===== src/rtl/fetch_queue_unit.sv =====
// Fetch stage: owns the PC, issues in-order imem requests and queues returned instructions
// with their PCs. Optional build macro FETCH_PERF_EN adds stall/flush performance counters.
module fetch_queue_unit #(
  parameter int DATA_W    = 16,
  parameter int BUF_DEPTH = 4,
  parameter int PC_INC    = 2,
  parameter int RESET_PC  = 0
) (
  input  logic              clk,
  input  logic              rst,
  input  logic              nHaltSig,
  input  logic              redirect_valid,
  input  logic [DATA_W-1:0] redirect_pc,
  output logic              imem_req,
  output logic [DATA_W-1:0] imem_addr,
  input  logic              imem_gnt,
  input  logic              imem_rvalid,
  input  logic [DATA_W-1:0] imem_rdata,
  output logic              instr_valid,
  input  logic              instr_ready,
  output logic [DATA_W-1:0] instr,
  output logic [DATA_W-1:0] instr_pc,
  output logic [DATA_W-1:0] pc_next,
`ifdef FETCH_PERF_EN
  output logic [31:0]       stall_cnt,
  output logic [15:0]       flush_cnt,
`endif
  output logic              halted
);

  localparam int AW     = $clog2(BUF_DEPTH);
  localparam int PW     = AW + 1;
  localparam int DROP_W = 16;
  localparam logic [PW-1:0] DEPTH = PW'(BUF_DEPTH);

  typedef enum logic [1:0] {S_RUN, S_DRAIN, S_HALT} state_e;

  state_e              state_q, state_d;
  logic [DATA_W-1:0]   pc_q, pc_d;
  // Pointers carry one extra bit so full and empty are distinguishable.
  // Entries in [head, fill) are filled; [fill, tail) await their response.
  logic [PW-1:0]       head_q, head_d, fill_q, fill_d, tail_q, tail_d;
  logic [DROP_W-1:0]   drop_q, drop_d;
  logic [DATA_W-1:0]   ent_pc_q  [BUF_DEPTH];
  logic [DATA_W-1:0]   ent_ins_q [BUF_DEPTH];

  logic [PW-1:0] count, unfilled, nfilled;
  logic          grant, rsp_any, rsp_live, pop;
  logic          unused_rpc0;

  assign unused_rpc0 = redirect_pc[0];

  assign count    = tail_q - head_q;
  assign unfilled = tail_q - fill_q;
  assign nfilled  = fill_q - head_q;

  assign imem_req  = (state_q == S_RUN) & (count < DEPTH) & ~redirect_valid & ~rst;
  assign imem_addr = pc_q;
  assign grant     = imem_req & imem_gnt;

  // A response either retires a pending discard or fills the oldest waiting entry;
  // one arriving with neither outstanding (e.g. after reset) is ignored.
  assign rsp_any  = imem_rvalid & ((drop_q != '0) | (unfilled != '0));
  assign rsp_live = imem_rvalid & (drop_q == '0) & (unfilled != '0);

  assign instr_valid = (nfilled != '0) & (state_q != S_HALT);
  assign pop         = instr_valid & instr_ready;
  assign halted      = (state_q == S_HALT);

  assign instr    = instr_valid ? ent_ins_q[head_q[AW-1:0]] : '0;
  assign instr_pc = instr_valid ? ent_pc_q[head_q[AW-1:0]]  : '0;
  assign pc_next  = instr_valid ? ent_pc_q[head_q[AW-1:0]] + DATA_W'(PC_INC) : '0;

  always_comb begin
    state_d = state_q;
    case (state_q)
      S_RUN:   if (!nHaltSig) state_d = S_DRAIN;
      S_DRAIN: if (count == '0 && drop_q == '0) state_d = S_HALT;
      default: state_d = S_HALT;
    endcase
  end

  always_comb begin
    pc_d   = pc_q;
    head_d = head_q;
    fill_d = fill_q;
    tail_d = tail_q;
    drop_d = drop_q;
    if (redirect_valid) begin
      // Everything still in flight for the old path must be swallowed on return.
      pc_d   = {redirect_pc[DATA_W-1:1], 1'b0};
      head_d = '0;
      fill_d = '0;
      tail_d = '0;
      drop_d = drop_q + DROP_W'(unfilled) - DROP_W'(rsp_any);
    end else begin
      if (grant) begin
        pc_d   = pc_q + DATA_W'(PC_INC);
        tail_d = tail_q + 1'b1;
      end
      if (rsp_live) fill_d = fill_q + 1'b1;
      if (imem_rvalid && drop_q != '0) drop_d = drop_q - 1'b1;
      if (pop) head_d = head_q + 1'b1;
    end
  end

  always_ff @(posedge clk) begin
    if (rst) begin
      state_q <= S_RUN;
      pc_q    <= DATA_W'(RESET_PC);
      head_q  <= '0;
      fill_q  <= '0;
      tail_q  <= '0;
      drop_q  <= '0;
    end else begin
      state_q <= state_d;
      pc_q    <= pc_d;
      head_q  <= head_d;
      fill_q  <= fill_d;
      tail_q  <= tail_d;
      drop_q  <= drop_d;
    end
  end

  always_ff @(posedge clk) begin
    if (!rst && !redirect_valid) begin
      if (grant)    ent_pc_q[tail_q[AW-1:0]]  <= pc_q;
      if (rsp_live) ent_ins_q[fill_q[AW-1:0]] <= imem_rdata;
    end
  end

`ifdef FETCH_PERF_EN
  logic [31:0] stall_q;
  logic [15:0] flush_q;

  always_ff @(posedge clk) begin
    if (rst) begin
      stall_q <= '0;
      flush_q <= '0;
    end else begin
      if (instr_valid && !instr_ready && stall_q != '1) stall_q <= stall_q + 1'b1;
      if (redirect_valid && flush_q != '1)               flush_q <= flush_q + 1'b1;
    end
  end

  assign stall_cnt = stall_q;
  assign flush_cnt = flush_q;
`endif

endmodule


===== config.mk =====
export PLATFORM = sky130hd
export DESIGN_NAME = fetch_queue_unit
export DESIGN_NICKNAME = d
export VERILOG_FILES = /design/src/rtl/fetch_queue_unit.sv
export SDC_FILE = /design/constraint.sdc
export NUM_CORES = 1
export LEC_CHECK = 0
export ABC_AREA = 1
export CORE_MARGIN = 2
export CORE_UTILIZATION = 35
export CTS_CLUSTER_SIZE = 20
export DETAILED_ROUTE_END_ITERATION = 6
export SLEW_MARGIN = 0
export SYNTH_ARGS = -nofsm -noshare
export SYNTH_HDL_FRONTEND = slang
export SYNTH_SLANG_ARGS = --single-unit

===== constraint.sdc =====
create_clock -name clk -period 7.4 [get_ports clk]
set_input_delay 1.48 -clock clk [delete_from_list [all_inputs] [get_ports clk]]
set_output_delay 1.48 -clock clk [all_outputs]
set_load 0.005 [all_outputs]

# Word level (Yosys, flattened, before mapping)
# Memory sizes are Yosys's and may differ from the RTL's. A register that Yosys moved wholly into a read port is not among the register bits.
# Cells that the tools add are included.
[totals]
regBits = 43
ramBits = 128
in_bits = 39
out_inout_bits = 67
wordCells = 73
mem_count = 2
[classes]
addsub = 11
order_cmp = 1
n_eq_ne = 5
n_mux = 20
bitwise = 12
reduce_logical = 15
[mem_list]
columns = ["name", "words", "width", "read_ports", "rd_clocked_by_memory_dff", "write_ports", "line_no", "text"]
rows = [
  ["ent_ins_q", 4, 16, 1, 1, 1, "45", "logic [DATA_W-1:0] ent_ins_q [BUF_DEPTH];"],
  ["ent_pc_q", 4, 16, 1, 1, 1, "44", "logic [DATA_W-1:0] ent_pc_q [BUF_DEPTH];"],
]
[ops]
columns = ["operator", "n"]
rows = [
  ["$mux 16", 7],
  ["$add 16x2->16 const B", 2],
  ["$add 16x3->16", 1],
  ["$logic_not 16->1", 1],
  ["$reduce_bool 16->1", 1],
  ["$sub 16x1->16", 1],
  ["$sub 16x1->16 const B", 1],
  ["$mux 2", 6],
  ["$add 3x1->3 const B", 3],
  ["$and 1x1->1", 9],
  ["$sub 3x3->3", 3],
  ["$mux 1", 6],
  ["$ne 2x2->1 const B", 3],
  ["$reduce_bool 3->1", 2],
  ["$pmux 2 s2", 1],
  ["$reduce_bool 2->1", 2],
  ["$logic_and 1x1->1", 3],
  ["$logic_not 3->1", 1],
  ["$lt 3x3->1 const B", 1],
  ["$eq 2x1->1 const B", 1],
  ["$eq 2x2->1 const B", 1],
  ["$logic_not 1->1", 2],
  ["$logic_not 2->1", 1],
  ["$not 1->1", 2],
  ["other kinds (3)", 3],
]

# Depth between registers and ports, before layout
[depth]
word_depth = 9
mapped_depth = 20
depth_no_buf = 20

# Worst setup path after synthesis
# No wires, ideal clock.
[synth_timing]
path_kind = "input -> output"
start = "in redirect_valid"
end = "out imem_req"
t_arrival_ns = 2.023
t_required_ns = 5.920
path_slack_ns = 3.897
stages = 6
n_path_buf = 1
cell_sequence = "buf_2 inv_2 nand2_1 nor2_1 nand3_1 inv_1"
[synth_between]
elab_chain_cells = 3
[synth_rtl]
columns = ["item", "line_no", "text"]
rows = [
  ["start, declared", "12", "input logic redirect_valid,"],
  ["$not 1->1", "57", "assign imem_req = (state_q == S_RUN) & (count < DEPTH) & ~redirect_valid & ~rst;"],
  ["$and 1x1->1 (2 in series)", "57", ""],
  ["end, declared", "14", "output logic imem_req,"],
]
# No other way between the ends.

# Worst setup path in the final report
[layout_timing]
start = "in rst"
end = "out imem_req"
[layout_between]
elab_chain_cells = 2
[layout_rtl]
columns = ["item", "line_no", "text"]
rows = [
  ["start, declared", "10", "input logic rst,"],
  ["$not 1->1", "57", ""],
  ["$and 1x1->1", "57", ""],
]
# No other way between the ends.

==> out/qor.yml <==
run_status:
  outcome: "finished, final reports clean"
floorplanning:
  core_area_sq_um: 26800
  die_w_um: 168.6
  dieArea_sq_um: 28440
  io_pins: 106
  initial_core_util: 0.3540
  dieHeight_um: 168.6
  rows: 60
route:
  wl_met1_um: 10720
  vias: 7592
  first_pass_iters: 5
  wl_met2_um: 11010
  viasPerCell: 4.823
  route.detailed.drc: 0
  drt_wl_total_um: 22840
  ant_nets: 0
  wl_per_cell_um: 14.51
  dr.max_layer_used: "met4"
  wl_met3_um: 797
  first_iter_violations: 445
timing:
  tightest_slew_ns: 0.7620
  hold_violations: 0
  skew_ns: 0.007589
  setup_violations: 0
  setup_tns_ns: 0
  rsz0062_at_grt: "false"
  fmax_ghz: 0.1702
  period_minus_slack_ns: 5.875
  timing.slew.headroom: 0.4914
  period_share: 0.7939
  maxSlewViolCount: 0
place:
  dpl_cell_area_sq_um: 10780
  io_buffers: 101
  dp_hpwl_um: 15720
  routabilityCongestion: 0.8364
critical_path:
  critPathMaxStageDelay_ns: 0.73
  cpMaxStageDelayCell: "inv_1"
  worst-path-buf-inv: 4
  cp_data_arrival_time_ns: 4.39
  crit_chain: "clkdlybuf4s50_1 -> inv_1 -> nand2_1 -> nor2_1 -> nand3_1 -> inv_1 -> clkdlybuf4s50_1"
  path_class: "in2out"
  required_ns: 5.92
  cp-start-kind: "input pin"
  cp_max_fo: 23
  cpLargestDelayFamily: "buffers and inverters"
  endpoint_kind: "output pin"
yosys:
  synth.yosys.warnings: 0
  yosysTopAreaCellShare: 0.3925
  synth_simple_gate_area_share: 0.2382
  synthFlopType: "edfxtp_1"
  synth_top_family_by_area: "simple AND/OR/NAND/NOR gates"
  synth.most_common_cell: "nand2_1"
  synth-compound-area-share: 0.09798
  yosys.area_share.xor_xnor: 0.02308
  muxShareOfSynthArea: 0
  ys_seq_area_frac: 0.4853
  ys_top_cells_by_area: "edfxtp_1 (39%), nand2_1 (9.4%), dfxtp_1 (9.3%)"
  synth_top_area_cell: "edfxtp_1"
  syn_inst: 1129
  yosys-top-cells-count: "nand2_1 (238), nor2_1 (151), inv_1 (131)"
  synthAdderAreaFrac: 0.07490
  avgSynthCellArea_sq_um: 8.404
  synth_seq_cells: 168
  syn-cell-area_sq_um: 9488
  synthArstFlopShare: 0
  synth_edf_count: 124
  ys_types: 43
layout:
  syn_to_final_growth_pct: 19.66
  antenna_cells: 0
  drive_gt1_frac: 0.05921
  nets: 1314
  postLayoutCellArea_sq_um: 11350
run:
  maxCapViolations: 0
grt:
  grt_pass1_wl_um: 36940
  antenna_found_initial: 0
  track_usage: 0.1630
  grt_pass1_vias: 7358
  grt_overflow: 0
  grt_max_degree: 62
power:
  powerDensity_nw_per_um2: 232.2
  peakVddDrop_mv: 0.1521
  p_leak_nw: 4.599
  total_power_mw: 2.636
cts:
  cts_root_buf: "clkbuf_16"
  postCtsSetupRepairBufs: 0
  clock_sinks: 168
  hold_buffers: 0
  clkTransAtPathRegs_ns: 0.07
  htree_levels: 4
  numCtsBuffers: 17
  cts_resized: 0
  cts_max_path_buffers: 2
  cts_tree: "done"
  clk_latency_ns: 0.42
hold_path:
  hold_class: "reg2reg"
report_power, final:
part	internal, mW	switching [mW]	leakage (nW)	total, mW
Combinational	0.255	0.450	2.83	0.705
Sequential	1.04	0.0371	1.49	1.08
Clock	0.450	0.401	0.280	0.852
Total	1.75	0.888	4.60	2.64
per-layer routing:
| layer | up-vias | track usage |
|---|---|---|
| met2 | 154 | 0.2847 |
| met5 | - | 0 |
| met1 | 3512 | 0.2104 |
| met4 | 0 | 0.04685 |
| li1 | 3907 | - |
| met3 | 19 | 0.02432 |
cells by family after synthesis:
| group | count (synthesis) |
|---|---|
| AO/OA/AOI/OAI | 174 |
| XOR/XNOR | 25 |
| AND/OR/NAND/NOR | 529 |
| flip-flops | 168 |
| buffers and inverters | 177 |
| other | 1 |
| adder cells (fa/ha/maj) | 55 |
metrics by stage:
step	instances	worst slack, ns	utilization	hold slack, ns
after floorplan	1131	3.897	-	0.4809
after global placement	1542	1.546	0.4021	0.5091
after detailed placement	1542	1.516	0.4021	0.5156
after CTS	1574	1.522	0.4236	0.5265
after global routing	1574	1.347	0.4236	0.5556
final	1574	1.525	0.4236	0.5247
flip-flops by register name, indices dropped and copies added (netlist names), named ones only:
name	count
fill_q	3
state_q	2
drop_q	16
head_q	3
tail_q	3
imem_addr	15
ent_ins_q	64
ent_pc_q	60
worst reg2reg max path, stage by stage, from the launching register on:
cell and delay (ns):
dfxtp_1 0.36, inv_1 0.15, ha_1 0.23, fa_1 0.38
xnor2_1 0.17, xor2_1 0.26, nand3_1 0.26, nand2_1 0.12
nand2_1 0.05, ha_1 0.27, inv_1 0.04, ha_1 0.20
fa_1 0.45, a21oi_1 0.30, inv_1 0.12, nand2_1 0.12
nand3_1 0.09, nand2_1 0.06, nand3_1 0.12, a21oi_1 0.16
cells in the final DEF (no fill, tap or decap), types with 2 or more instances in the layout:
cell type | netlist | layout
a21oi_1 | 71 | 71
a22oi_1 | 6 | 6
a31oi_1 | 2 | 2
buf_4 | 8 | 11
clkbuf_16 | 0 | 17
clkdlybuf4s50_1 | 0 | 101
clkinv_4 | 0 | 2
clkinvlp_4 | 0 | 2
conb_1 | 1 | 3
dfxtp_1 | 44 | 43
edfxtp_1 | 124 | 124
fa_1 | 3 | 3
ha_1 | 52 | 52
inv_1 | 131 | 131
inv_2 | 3 | 3
inv_6 | 0 | 2
inv_8 | 1 | 8
nand2_1 | 238 | 238
nand2_2 | 9 | 9
nand3_1 | 91 | 91
nand3_2 | 4 | 4
nand3b_1 | 2 | 2
nand4_1 | 9 | 9
nor2_1 | 151 | 151
nor2_2 | 5 | 5
nor2_4 | 3 | 3
nor3_1 | 13 | 13
o211ai_1 | 4 | 4
o21a_1 | 2 | 2
o21ai_0 | 78 | 78
o21ai_1 | 3 | 3
o21bai_1 | 3 | 3
xnor2_1 | 6 | 6
xor2_1 | 19 | 19
layout make-up:
class	instances	area (sq um)
Fill cell	2635	15450
Sequential cell	168	4606
Multi-Input combinational cell	786	4138
Timing Repair Buffer	112	1094
Inverter	135	514.2
Tap cell	341	426.7
Clock buffer	17	425.4
Clock inverter	15	150.1
final timing paths:
path / startpoint / cells after the start / endpoint / slack, ns
setup reg to reg: tail_q[0]$_SDFFE_PP0P_ / 19 / drop_q[12]$_SDFFE_PP0P_ / 3.42
hold reg to reg: drop_q[2]$_SDFFE_PP0P_ / 2 / drop_q[2]$_SDFFE_PP0P_ / 0.52
hold / removal: drop_q[2]$_SDFFE_PP0P_ / 2 / drop_q[2]$_SDFFE_PP0P_ / 0.52
setup / recovery: rst / 7 / imem_req / 1.53
No activity file was read; power rests on OpenSTA's default activity.
